**src/rtl/hazard_ctrl_pkg.sv**
```systemverilog
/*****************************************************************
 * Module : hazard_ctrl_pkg
 * Brief  : Shared state encoding and register constants for the
 *          pipeline hazard controller.
 * Rev    : 1.0  initial release
 *****************************************************************/
`default_nettype none

package hazard_ctrl_pkg;

  typedef enum logic [0:0] {
    RUN    = 1'b0,
    STALL2 = 1'b1
  } state_t;

  localparam logic [4:0] REG_ZERO = 5'd0;

  // $0 is hard-wired, so a producer writing it never creates a hazard.
  function automatic logic reg_match(input logic       uses,
                                     input logic [4:0] src,
                                     input logic [4:0] dst);
    return uses && (src == dst) && (dst != REG_ZERO);
  endfunction

endpackage

`default_nettype wire

```
**src/rtl/hazard_ctrl_sat_counter.sv**
```systemverilog
/*****************************************************************
 * Module : sat_counter
 * Brief  : Up counter that sticks at all-ones instead of wrapping.
 * Rev    : 1.0  initial release
 *****************************************************************/
`default_nettype none

module sat_counter #(
  parameter int CNT_W = 16
) (
  input  logic             clk,
  input  logic             reset,
  input  logic             inc,
  output logic [CNT_W-1:0] count
);

  localparam logic [CNT_W-1:0] C_MAX = '1;
  localparam logic [CNT_W-1:0] C_ONE = CNT_W'(1);

  logic [CNT_W-1:0] r_count;

  always_ff @(posedge clk) begin
    if (reset) begin
      r_count <= '0;
    end else if (inc && (r_count != C_MAX)) begin
      r_count <= r_count + C_ONE;
    end
  end

  assign count = r_count;

endmodule

`default_nettype wire

```
**src/rtl/hazard_ctrl.sv**
```systemverilog
/*****************************************************************
 * Module : hazard_ctrl
 * Brief  : Load-use / jump-register stall and branch/jump flush
 *          control with saturating debug event counters.
 * Rev    : 1.0  initial release
 *****************************************************************/
`default_nettype none

module hazard_ctrl
  import hazard_ctrl_pkg::*;
#(
  parameter int CNT_W = 16
) (
  input  logic             clk,
  input  logic             reset,
  input  logic [4:0]       ID_RegisterRs,
  input  logic [4:0]       ID_RegisterRt,
  input  logic             ID_UsesRs,
  input  logic             ID_UsesRt,
  input  logic             ID_isJump,
  input  logic             ID_isJR,
  input  logic             EX_MemRd,
  input  logic             EX_RegWr,
  input  logic [4:0]       EX_RegisterDst,
  input  logic             MEM_MemRd,
  input  logic [4:0]       MEM_RegisterDst,
  input  logic             EX_BranchTaken,
  output logic             PC_Write,
  output logic             IF_ID_Write,
  output logic             IF_ID_Flush,
  output logic             ID_EX_Flush,
  output logic             PCSrc_Branch,
  output logic             Stall,
  output logic [CNT_W-1:0] StallCount,
  output logic [CNT_W-1:0] FlushCount
);

  state_t r_state;
  state_t w_next_state;

  logic       w_load_use;
  logic       w_jr_ex_match;
  logic       w_jr_mem_match;
  logic       w_need2;
  logic       w_need1;

  assign w_load_use     = EX_MemRd &&
                          (reg_match(ID_UsesRs, ID_RegisterRs, EX_RegisterDst) ||
                           reg_match(ID_UsesRt, ID_RegisterRt, EX_RegisterDst));
  assign w_jr_ex_match  = reg_match(ID_isJR, ID_RegisterRs, EX_RegisterDst);
  assign w_jr_mem_match = reg_match(ID_isJR, ID_RegisterRs, MEM_RegisterDst);

  // A jr behind a load needs the value past MEM, hence the extra cycle.
  assign w_need2 = w_jr_ex_match && EX_MemRd;
  assign w_need1 = w_load_use ||
                   (w_jr_ex_match && EX_RegWr) ||
                   (w_jr_mem_match && MEM_MemRd);

  always_ff @(posedge clk) begin
    if (reset) begin
      r_state <= RUN;
    end else begin
      r_state <= w_next_state;
    end
  end

  always_comb begin
    w_next_state = RUN;
    PC_Write     = 1'b1;
    IF_ID_Write  = 1'b1;
    IF_ID_Flush  = 1'b0;
    ID_EX_Flush  = 1'b0;
    PCSrc_Branch = 1'b0;
    Stall        = 1'b0;

    if (reset) begin
      PC_Write     = 1'b0;
      IF_ID_Write  = 1'b0;
      IF_ID_Flush  = 1'b1;
      ID_EX_Flush  = 1'b1;
    end else if (EX_BranchTaken) begin
      // ID holds a wrong-path instruction, so its hazards are irrelevant.
      PCSrc_Branch = 1'b1;
      IF_ID_Flush  = 1'b1;
      ID_EX_Flush  = 1'b1;
    end else if ((r_state == STALL2) || w_need1 || w_need2) begin
      PC_Write     = 1'b0;
      IF_ID_Write  = 1'b0;
      ID_EX_Flush  = 1'b1;
      Stall        = 1'b1;
      if ((r_state == RUN) && w_need2) begin
        w_next_state = STALL2;
      end
    end else if (ID_isJump || ID_isJR) begin
      IF_ID_Flush  = 1'b1;
    end
  end

  sat_counter #(
    .CNT_W (CNT_W)
  ) u_stall_cnt (
    .clk   (clk),
    .reset (reset),
    .inc   (Stall),
    .count (StallCount)
  );

  sat_counter #(
    .CNT_W (CNT_W)
  ) u_flush_cnt (
    .clk   (clk),
    .reset (reset),
    .inc   (IF_ID_Flush),
    .count (FlushCount)
  );

endmodule

`default_nettype wire
```
**config.mk**
```make
export PLATFORM = sky130hd
export DESIGN_NAME = hazard_ctrl
export DESIGN_NICKNAME = d
export VERILOG_FILES = /design/src/rtl/hazard_ctrl_pkg.sv /design/src/rtl/hazard_ctrl_sat_counter.sv /design/src/rtl/hazard_ctrl.sv
export SDC_FILE = /design/constraint.sdc
export NUM_CORES = 1
export LEC_CHECK = 0
export BUFFER_PORTS_ARGS = -buffer_cell sky130_fd_sc_hd__buf_2
export CAP_MARGIN = 20
export CORE_MARGIN = 10
export CORE_UTILIZATION = 50
export DETAILED_ROUTE_END_ITERATION = 12
export GPL_TIMING_DRIVEN = 0
export PLACE_DENSITY = 0.76
export SYNTH_ARGS = -nofsm -noshare
export SYNTH_HDL_FRONTEND = slang
export SYNTH_HIERARCHICAL = 1
export SYNTH_SLANG_ARGS = --single-unit
```
**constraint.sdc**
```tcl
create_clock -name clk -period 3 [get_ports clk]
set_input_delay 0.6 -clock clk [delete_from_list [all_inputs] [get_ports clk]]
set_output_delay 0.6 -clock clk [all_outputs]
set_load 0.005 [all_outputs]
```
==> impl_metrics.json <==
{
  "status": "finished clean",
  "critical_path_required_ns": 3.21,
  "yosys_most_used_dff": "dfxtp_1",
  "setup_slack_ns": 0.241,
  "synth-seq-cells": 33,
  "fmax_mhz": 363,
  "synth_cell_types": 41,
  "synth_top_area_cell": "dfxtp_1",
  "fin_util": 0.652,
  "nets": 358,
  "cts_tree": "yes",
  "die_h_um": 84.2,
  "synth_top_family_by_area": "simple AND/OR/NAND/NOR gates",
  "clk_latency_ns": 0.29,
  "path_class": "input pin to flip-flop",
  "p_per_area_nw_per_um2": 399,
  "cts-root-buf": "clkbuf_8",
  "synth_fa_ha_area_frac": 0.0121,
  "synth_nets": 284,
  "gp_congestion": 0.832,
  "slew_headroom": 0.554,
  "final_cell_area_um2": 2610,
  "htree_levels": 2,
  "post_cts_buffers": 0,
  "peakVddDrop_mv": 0.330,
  "cts_buffers": 5,
  "clk_pin_slew_ns": 0.07,
  "num_vias": 2221,
  "ys_seq_area_frac": 0.321,
  "wl_per_cell_um": 15.3,
  "place_inst": 369,
  "netlist_top_cells_area": "dfxtp_1, a21oi_1, or4_1",
  "drcViolationCount": 0,
  "drtPass1Iterations": 4,
  "power.leakage_nw": 1.06,
  "area_growth_pct": 26.7,
  "cts_max_path_buffers": 2,
  "async_flop_share": 0,
  "port_buffers": 67,
  "dieArea_um2": 7090,
  "critPathMaxFanout": 10,
  "synth_area_um2": 2060,
  "final_max_slew_viol_count": 0,
  "mostFrequentLayoutCells": "buf_2, dfxtp_1, a21oi_1, nor2_1, nand3_1",
  "diodes": 0,
  "final_cells": 377,
  "hp-class": "flip-flop to flip-flop",
  "nFillCells": 355,
  "final_common_cell": "buf_2",
  "synthSimpleGateAreaFrac": 0.361,
  "cp-end-kind": "flip-flop",
  "total_power_w": 0.00104,
  "critPathLaunchType": "input pin",
  "fin_crit_sh": 0.920,
  "vias_per_cell": 5.89,
  "multi_input_area_um2": 1340,
  "combPwrFrac": 0.088,
  "yosysTopAreaCellShare": 0.321,
  "core_um2": 4000,
  "place_area_um2": 2460,
  "grt_max_degree": 12,
  "yosys_warnings": 6,
  "wl_mm": 5.76,
  "sw_frac_of_total": 0.218,
  "p_switching_w": 0.000227,
  "io_pins": 68,
  "final_antenna_net_count": 0,
  "netlist_instances": 252,
  "postSynthAreaPerCell_um2": 8.18,
  "rows": 23,
  "clkPwrFrac": 0.482,
  "cts.sinks": 33,
  "register_area_um2": 661,
  "grt_pass1_vias": 2130,
  "grt_pass1_wl_mm": 9.71,
  "antenna_found_initial": 0,
  "die_width_um": 84.2,
  "grt_usage": 0.159,
  "finalSetupViolCount": 0,
  "drt-initial-drc-count": 72,
  "synth-compound-area-share": 0.173,
  "synth_mux_area_frac": 0.0206,
  "worst_slew_pin_slew_ns": 0.660,
  "skew_ns": 0.00549,
  "layout-drive-gt1-share": 0.275,
  "hpwl_mm": 4.30,
  "hold_viol_final": 0,
  "internal_power_w": 0.000814,
  "max_cap_viol_count": 0,
  "overflow": 0,
  "fin_crit_ns": 2.76,
  "sequentialPowerShare": 0.430,
  "rsz0062_at_grt": "false",
  "post-place-ws_ns": -0.271,
  "synth_edf_count": 0,
  "cp_data_arrival_time_ns": 2.97,
  "start_util": 0.515,
  "synth_xor_area_frac": 0.0765
}
==> flip-flops by register name, indices dropped and copies added, names as in the netlist <==
register and cells:
u_flush_cnt/count 16, u_stall_cnt/count 16, r_state 1
==> critical path: stages <==
cell and delay (ns):
buf_2 0.12, xor2_1 0.16, nor4_2 0.29, nand3_1 0.18
a21o_1 0.24, a21boi_2 0.32, nand2_1 0.15, clkbuf_1 0.23
or4_1 0.50, a21oi_1 0.18
==> layer usage <==
layer | track usage | vias up | routed length (µm)
li1 | - | 1110 | -
met1 | 0.180 | 1037 | 2420
met2 | 0.276 | 68 | 2970
met3 | 0.0464 | 6 | 348
met4 | 0.0563 | 0 | 25
met5 | 0 | - | 0
==> cells by family after synthesis <==
group | Yosys count
simple gates | 121
compound gates | 56
flops | 33
xor+xnor | 18
buf+inv | 18
mux | 4
fa+ha+maj | 2
==> cell usage after synthesis, types with 3 or more instances <==
cell type,n
dfxtp_1,33
a21oi_1,22
nor2_1,18
nand3_1,17
nand2_1,16
or4_1,14
o31ai_1,13
nor3_1,12
xor2_1,12
inv_1,9
o21ai_0,9
and4_1,6
nand4_1,6
nor4_1,6
or3_1,6
xnor2_1,6
clkbuf_1,4
nor2b_1,4
and2_1,3
==> worst paths after layout <==
path / startpoint / slack [ns] / endpoint / cells after the start
max: EX_RegisterDst[2] / 0.24 / u_stall_cnt/count[9] / 10
min: u_stall_cnt/count[0] / 0.53 / u_stall_cnt/count[0] / 2
max reg2reg: r_state / 0.85 / u_flush_cnt/count[13] / 7
min reg2reg: u_stall_cnt/count[0] / 0.53 / u_stall_cnt/count[0] / 2
==> per-stage QoR <==
stage,TNS (ns),hold WS (ns)
detailed placement,-2.25,0.519
floorplan,0,0.504
global route,0,0.562
CTS,0,0.531
global placement,-1.92,0.511
finish,0,0.529
==> timing repair <==
item / 4_1_cts / 5_1_grt
hold buffers: 0 / 0
endpoints found under the setup margin: 0 / 19
gates resized for setup: 0 / 3
==> power groups by stage <==
stage | logic [W] | registers, W | clock network [W]
2_1_floorplan | 0.0000455 | 0.000457 | 0
3_3_place_gp | 0.0000884 | 0.000457 | 0
3_5_place_dp | 0.0000904 | 0.000457 | 0
4_1_cts | 0.0000907 | 0.000447 | 0.000513
5_1_grt | 0.000102 | 0.000448 | 0.000527
6_report | 0.0000919 | 0.000447 | 0.000501
==> area by class of cell <==
cell class,count,share of cell area
Buffer,9,0.0153
Clock buffer,5,0.0264
Clock inverter,3,0.0249
Inverter,9,0.0129
Multi-Input combinational cell,201,0.515
Sequential cell,33,0.253
Tap cell,50,0.0240
Timing Repair Buffer,67,0.128
Note: power is estimated with default switching activity, not from simulation.
